## src/rtl/gshare_predictor.sv

```systemverilog
// Gshare branch direction predictor: combinational lookup, speculative history, resolve-time training/repair.
// Optional GSHARE_STATS_EN adds saturating branch and mispredict counters.
module gshare_predictor #(
   parameter int BHR_WIDTH       = 8,
   parameter int PHT_INDEX_WIDTH = 8
) (
   input  logic                       clk,
   input  logic                       rst,
   input  logic                       lookup_valid,
   input  logic                       lookup_stall,
   input  logic [31:0]                lookup_pc,
   output logic                       pred_taken,
   output logic [PHT_INDEX_WIDTH-1:0] pred_index,
   output logic [BHR_WIDTH-1:0]       pred_bhr,
   output logic [1:0]                 pred_state,
   input  logic                       upd_valid,
   input  logic [PHT_INDEX_WIDTH-1:0] upd_index,
   input  logic [BHR_WIDTH-1:0]       upd_bhr,
   input  logic [1:0]                 upd_state,
   input  logic                       upd_taken,
   output logic                       upd_mispredict
`ifdef GSHARE_STATS_EN
   ,
   output logic [31:0]                stat_branches,
   output logic [31:0]                stat_mispredicts
`endif
);

   localparam int PHT_DEPTH = 1 << PHT_INDEX_WIDTH;

   logic [1:0]                 pht [PHT_DEPTH];
   logic [BHR_WIDTH-1:0]       spec_bhr;
   logic [PHT_INDEX_WIDTH-1:0] bhr_ext;
   logic [1:0]                 upd_cur;
   logic [1:0]                 upd_next;
   logic                       unused_pc_bits;

   // Only the word-aligned PC bits that fit the index take part in hashing.
   assign unused_pc_bits = ^{lookup_pc[31:PHT_INDEX_WIDTH+2], lookup_pc[1:0]};

   always_comb begin
      bhr_ext                 = '0;
      bhr_ext[BHR_WIDTH-1:0]  = spec_bhr;
   end

   assign pred_index     = lookup_pc[PHT_INDEX_WIDTH+1:2] ^ bhr_ext;
   assign pred_state     = pht[pred_index];
   assign pred_bhr       = spec_bhr;
   assign pred_taken     = pred_state[1];
   assign upd_mispredict = upd_valid & (upd_state[1] != upd_taken);

   // Training uses the live table entry; the carried state may be stale.
   always_comb begin
      upd_cur  = pht[upd_index];
      upd_next = upd_cur;
      if (upd_taken) begin
         if (upd_cur != 2'b11) upd_next = upd_cur + 2'b01;
      end else begin
         if (upd_cur != 2'b00) upd_next = upd_cur - 2'b01;
      end
   end

   always_ff @(posedge clk) begin
      if (rst) begin
         for (int i = 0; i < PHT_DEPTH; i++) pht[i] <= 2'b01;
      end else if (upd_valid) begin
         pht[upd_index] <= upd_next;
      end
   end

   // Repair outranks the speculative shift issued in the same cycle.
   always_ff @(posedge clk) begin
      if (rst) begin
         spec_bhr <= '0;
      end else if (upd_mispredict) begin
         spec_bhr <= {upd_bhr[BHR_WIDTH-2:0], upd_taken};
      end else if (lookup_valid && !lookup_stall) begin
         spec_bhr <= {spec_bhr[BHR_WIDTH-2:0], pred_taken};
      end
   end

`ifdef GSHARE_STATS_EN
   always_ff @(posedge clk) begin
      if (rst) begin
         stat_branches    <= '0;
         stat_mispredicts <= '0;
      end else begin
         if (upd_valid && stat_branches != 32'hFFFF_FFFF)
            stat_branches <= stat_branches + 32'd1;
         if (upd_mispredict && stat_mispredicts != 32'hFFFF_FFFF)
            stat_mispredicts <= stat_mispredicts + 32'd1;
      end
   end
`endif

endmodule
```

## config.mk

```make
export PLATFORM = sky130hd
export DESIGN_NAME = gshare_predictor
export DESIGN_NICKNAME = d
export VERILOG_FILES = /design/src/rtl/gshare_predictor.sv
export SDC_FILE = /design/constraint.sdc
export NUM_CORES = 1
export LEC_CHECK = 0
export CAP_MARGIN = 20
export CORE_ASPECT_RATIO = 0.9
export CORE_UTILIZATION = 50
export DETAILED_ROUTE_END_ITERATION = 16
export GPL_ROUTABILITY_DRIVEN = 0
export PLACE_DENSITY = 0.67
export REMOVE_ABC_BUFFERS = 1
export SLEW_MARGIN = 20
export SYNTH_ARGS = -nofsm -noshare
export SYNTH_HDL_FRONTEND = slang
export SYNTH_SLANG_ARGS = --single-unit
```

## constraint.sdc

```tcl
create_clock -name clk -period 3.8 [get_ports clk]
set_input_delay 0.38 -clock clk [delete_from_list [all_inputs] [get_ports clk]]
set_output_delay 0.38 -clock clk [all_outputs]
set_load 0.03 [all_outputs]
```

======== Yosys cells after proc, flatten, opt, wreduce, memory -nomap -nowiden ========
Memory sizes are Yosys's and may differ from the RTL's.
Cells that the tools add are included.
cells by class
  bitwise operators ....................... 2
  equality and inequality tests ........... 2
  add/sub/neg operators ................... 2
  multiplexer cells ....................... 13
  reductions and logical operators ........ 5
operators with widths
  cell                   number
  $mux W8                3
  $mux W2                4
  $xor A8 B8 Y8          1
  $mux W1                6
  $reduce_bool A2 Y1     2
  $add A2 B1 Y2 const B  1
  $ne A2 B2 Y1 const B   1
  $reduce_or A2 Y1       1
  $sub A2 B1 Y2 const B  1
  $and A1 B1 Y1          1
  $logic_and A1 B1 Y1    1
  $logic_not A1 Y1       1
  $ne A1 B1 Y1           1
storage, ports and cells
  memories ................................ 1
  bits in registers ....................... 8
  RAM bits ................................ 512
  output and inout port bits .............. 20
  word-level logic and storage cells ...... 26
memories
  memory  depth  width  read ports  clocked after memory_dff  wr ports  RTL line  text
  pht     256    2      2           0                         256       31        logic [1:0] pht [PHT_DEPTH];

======== Logic depth before layout (Yosys ltp) ========
  depth in word-level cells ............... 5
  depth in mapped cells ................... 14

======== Worst setup path after synthesis ========
No wires, ideal clock.
  kind .................................... reg2out
  start point ............................. reg spec_bhr[0], in the netlist pred_bhr[0]
  end point ............................... out pred_state[0]
  arrival ................................. 3,624 ps
  setup slack ............................. -204 ps
  path buffers ............................ 2
  required time ........................... 3,420 ps
  cell stages (with the launch flop) ...... 10
  cell sequence ........................... dfxtp_1 > xnor2_2 > inv_2 > buf_2 > clkbuf_1 > mux4_2 > mux4_2 > mux4_2 > mux2i_1 > a21oi_1
between the ends
  longest elaborated chain between the ends .. 2
RTL lines
  what                      RTL line  text
  start: declaration        32        logic [BHR_WIDTH-1:0] spec_bhr;
  start signal: assignment  76        spec_bhr <= {upd_bhr[BHR_WIDTH-2:0], upd_taken};
  start signal: assignment  78        spec_bhr <= {spec_bhr[BHR_WIDTH-2:0], pred_taken};
  $xor A8 B8 Y8             46        assign pred_index = lookup_pc[PHT_INDEX_WIDTH+1:2] ^ bhr_ext;
  via pred_index[0]         13        output logic [PHT_INDEX_WIDTH-1:0] pred_index,
  $mem_v2 Z256 W2           --
  end: declaration          15        output logic [1:0] pred_state,
The timed path passes the listed nets, and every way through them passes these cells.

======== Worst setup path after layout ========
  start point ............................. reg spec_bhr[0], in the netlist pred_bhr[0]
  end point ............................... out pred_state[1]
between the ends
  longest elaborated chain between the ends .. 2
RTL lines
  what             RTL line
  $xor A8 B8 Y8    46
  $mem_v2 Z256 W2  --
No other way between the ends.

==> results.md <==
- Top delay family on crit path: multiplexers
- Crit end category: output port
- Row count: 84
- Worst reg2reg endpoint: pht[140][0]
- Syn_area_per_cell: around 13 um2
- Most frequently used flop master after synthesis: edfxtp_1
- DRT iter0 DRCs: about 4.3k
- Clock latency on the worst-skew pair: 0.63 ns
- Initial antenna violation count: 1
- TritonCTS Sinks: 520
- Largest net degree at the start of global routing: 164
- CP startpoint kind: flop
- Post-route cell area: 0.0350 mm2
- HPWL after detailed placement: around 73000 um
- Skew final: 0.0195 ns
- Clock slew at reported path FFs: 0.06 ns
- Worst min path class: in2reg
- Initial Util: ~50%
- Commonest cells in the synthesized netlist: edfxtp_1, mux4_2, nand3_1, nor3_1, a21o_1
- Asr flop ratio synth: 0%
- Leakage: between 10 and 15 nW
- R2R setup slack: 0.04 ns
- Mapped cell area: 0.0301 mm2
- I/O Buffers: 49
- Cells after synthesis: 2328
- EDFF count, synth: 512
- Clock Power Share: 35.3%
- Internal power: 10.6 mW
- DP Worst Slack: -0.746 ns
- Area Growth Syn to Fin: 16.5%
- Wire per inst: approximately 34 um
- Final min period: 4.21 ns
- CTS tree: done
- Vias in the first global route: roughly 23k
- Setup WS post-layout: -0.412 ns
- Critical path type: reg2out
- Root Buffer: clkbuf_16
- Dpl cell area: 0.0329 mm2
- Die Area: approximately 0.061 mm2
- Hold endpoint: pht[149][1]
- RSZ-0062 raised after global routing: true
- Routed WL: 111000 um
- Final Setup Violations: 3
- Pins over their slew limit: 0
- Yosys warnings: 0
- TNS Setup: -1.12 ns
- Crit path buf inv count: 4
- Register area share after synthesis: 51.7%
- Seq cells post-synth: 520
- Flop pwr share: between 40 and 50%
- Worst Hold Slack: 0.355 ns
- Critical-path cell list: xnor2_4, buf_12, buf_12, mux4_2, mux4_2, o2111ai_2, o211ai_1, o211ai_1, buf_4, and2_4, buf_6
- GRT Total Usage: 36.8%
- Netlist cell types: 54
- Post-synth top area cell: edfxtp_1
- Pwr Total: 15.0 mW
- Pwr/cell area: between 400 and 500 mW/mm2
- Die Y-Extent: 235 um
- H-tree depth: 2
- Slowest cell on crit path: o211ai_1
- ANT nets after route: 0
- Worst VDD drop: about 0.34 mV
- Layout cell share with drive strength beyond 1: 28.8%
- CORE AREA: 0.0589 mm2
- Crit path required time: 3.42 ns
- Hold path depth: 2
- Clock Path Buffers: 3
- Vias: 24.2k
- Fillers: between 4k and 5k
- CP Max Fanout: 7
- Worst path depth: 11
- Outcome: complete, but fails checks
- Worst reg2reg path depth: 11
- GRT overflow: 0
- Top cell type's share of synthesized area: 51.2%
- CTS Buf Count: 55
- Count of final hold-check violations: 0
- Via density: 7.47
- Pre-antenna DRT Iters: 9
- Comb power frac: 21.4%
- First-pass GRT wire length: 160000 um
- Ranking of synthesized cells by area: edfxtp_1, mux4_2, a21o_1
- Crit path from: pred_bhr[0]
- Top Ports: 76
- CP arrival: around 3.8 ns
- Fin nets: 2476
- NetSw: around 4.3 mW
- Least-Margin Pin Slew: 1.19 ns
- Chip width: 260 um
- Max-Cap Viols: 0
- Max_slew headroom: between 20% and 30%
- Hold_sp: rst
- Fmax achieved: ~240 MHz
- Fraction of power spent switching nets: 28.8%
- DRC viols: 0
- Failing checks: negative setup slack
- Slowest stage delay, CP: 0.56 ns
- Reg2reg start: pht[130][1]
- Top-count cell post-synth: edfxtp_1
- Final Cycle Share: 111%
## final cells by class
| class | instances | area (um2) | area share, % |
|---|---|---|---|
| inverter | 25 | 136 | 0.389 |
| multi-input combinational | 1479 | 13300 | 38.0 |
| antenna | 3 | 7.51 | 0.0214 |
| tap | 774 | 968 | 2.77 |
| sequential | 520 | 15500 | 44.4 |
| clock inverter | 35 | 260 | 0.743 |
| clock buffer | 65 | 1460 | 4.16 |
| timing repair buffer | 335 | 3280 | 9.38 |
| timing repair inverter | 4 | 66.3 | 0.189 |
## cell usage in the layout (no fill, tap or decap), types with 10 or more instances in the layout
| master | n |
|---|---|
| nand2b_1 | 44 |
| o21bai_1 | 14 |
| nor3_1 | 231 |
| buf_12 | 41 |
| a21oi_1 | 22 |
| nor4_1 | 13 |
| mux4_2 | 269 |
| edfxtp_1 | 512 |
| clkbuf_16 | 57 |
| clkinv_1 | 20 |
| buf_4 | 232 |
| nor2_1 | 83 |
| nor3_2 | 11 |
| mux2i_1 | 28 |
| buf_6 | 11 |
| a22o_1 | 10 |
| a21o_1 | 198 |
| nand2_1 | 103 |
| or2_2 | 13 |
| clkdlybuf4s50_1 | 43 |
| nor2_2 | 15 |
| nand3_1 | 261 |
| a22oi_1 | 43 |
| inv_1 | 19 |
| nand4_1 | 10 |
## worst max path at each step
| stage | end | slack [ns] |
|---|---|---|
| floorplan | pred_state[0] | -4.24 |
| global placement | pred_state[1] | -0.75 |
| detailed placement | pred_state[1] | -0.75 |
| CTS | pred_state[0] | -0.26 |
| global route | pred_taken | -0.36 |
| finish | pred_state[1] | -0.41 |
## stage by stage
step                      cells  utilization (%)
final                      3240             59.5
after global routing       3237             59.5
after CTS                  3237             59.4
after detailed placement   3124             55.9
after global placement     3124             55.9
after floorplan            2024                -
## kinds of logic after synthesis
kind of cell,Yosys count,synth area share (%)
flip-flops,520,51.7
AO/OA/AOI/OAI,348,8.58
adder cells (fa/ha/maj),2,0.0749
buffers and inverters,329,4.75
AND/OR/NAND/NOR,818,13.3
XOR/XNOR,9,0.287
multiplexers,302,21.3
## registers in the layout (all words and copies together), names as in the netlist
name / flops
pht: 512
pred_bhr: 8
## power groups by stage
stage          Sequential, mW  Combinational [mW]  Clock (mW)
2_1_floorplan            6.56                1.48           0
3_3_place_gp             6.58                2.85           0
3_5_place_dp             6.59                2.89           0
4_1_cts                  6.47                3.08        5.29
5_1_grt                  6.48                3.26        5.49
6_report                 6.48                3.19        5.28
## layer usage
metal / global-route usage (%) / routed length [um]
met2: 54.1 / 47900
met4: 21.0 / 7590
met5: 0.952 / 100
met1: 47.8 / 37700
met3: 12.6 / 18000
## what timing repair did
| item | in CTS | in global routing |
|---|---|---|
| gates cloned | 6 | 0 |
| pin swaps | 4 | 4 |
| endpoints found under the setup margin | 3 | 255 |
| resized for setup | 42 | 11 |
| buffers inserted | 7 | 0 |
| hold buffers | 0 | 0 |
(Power assumes the default switching activity.)
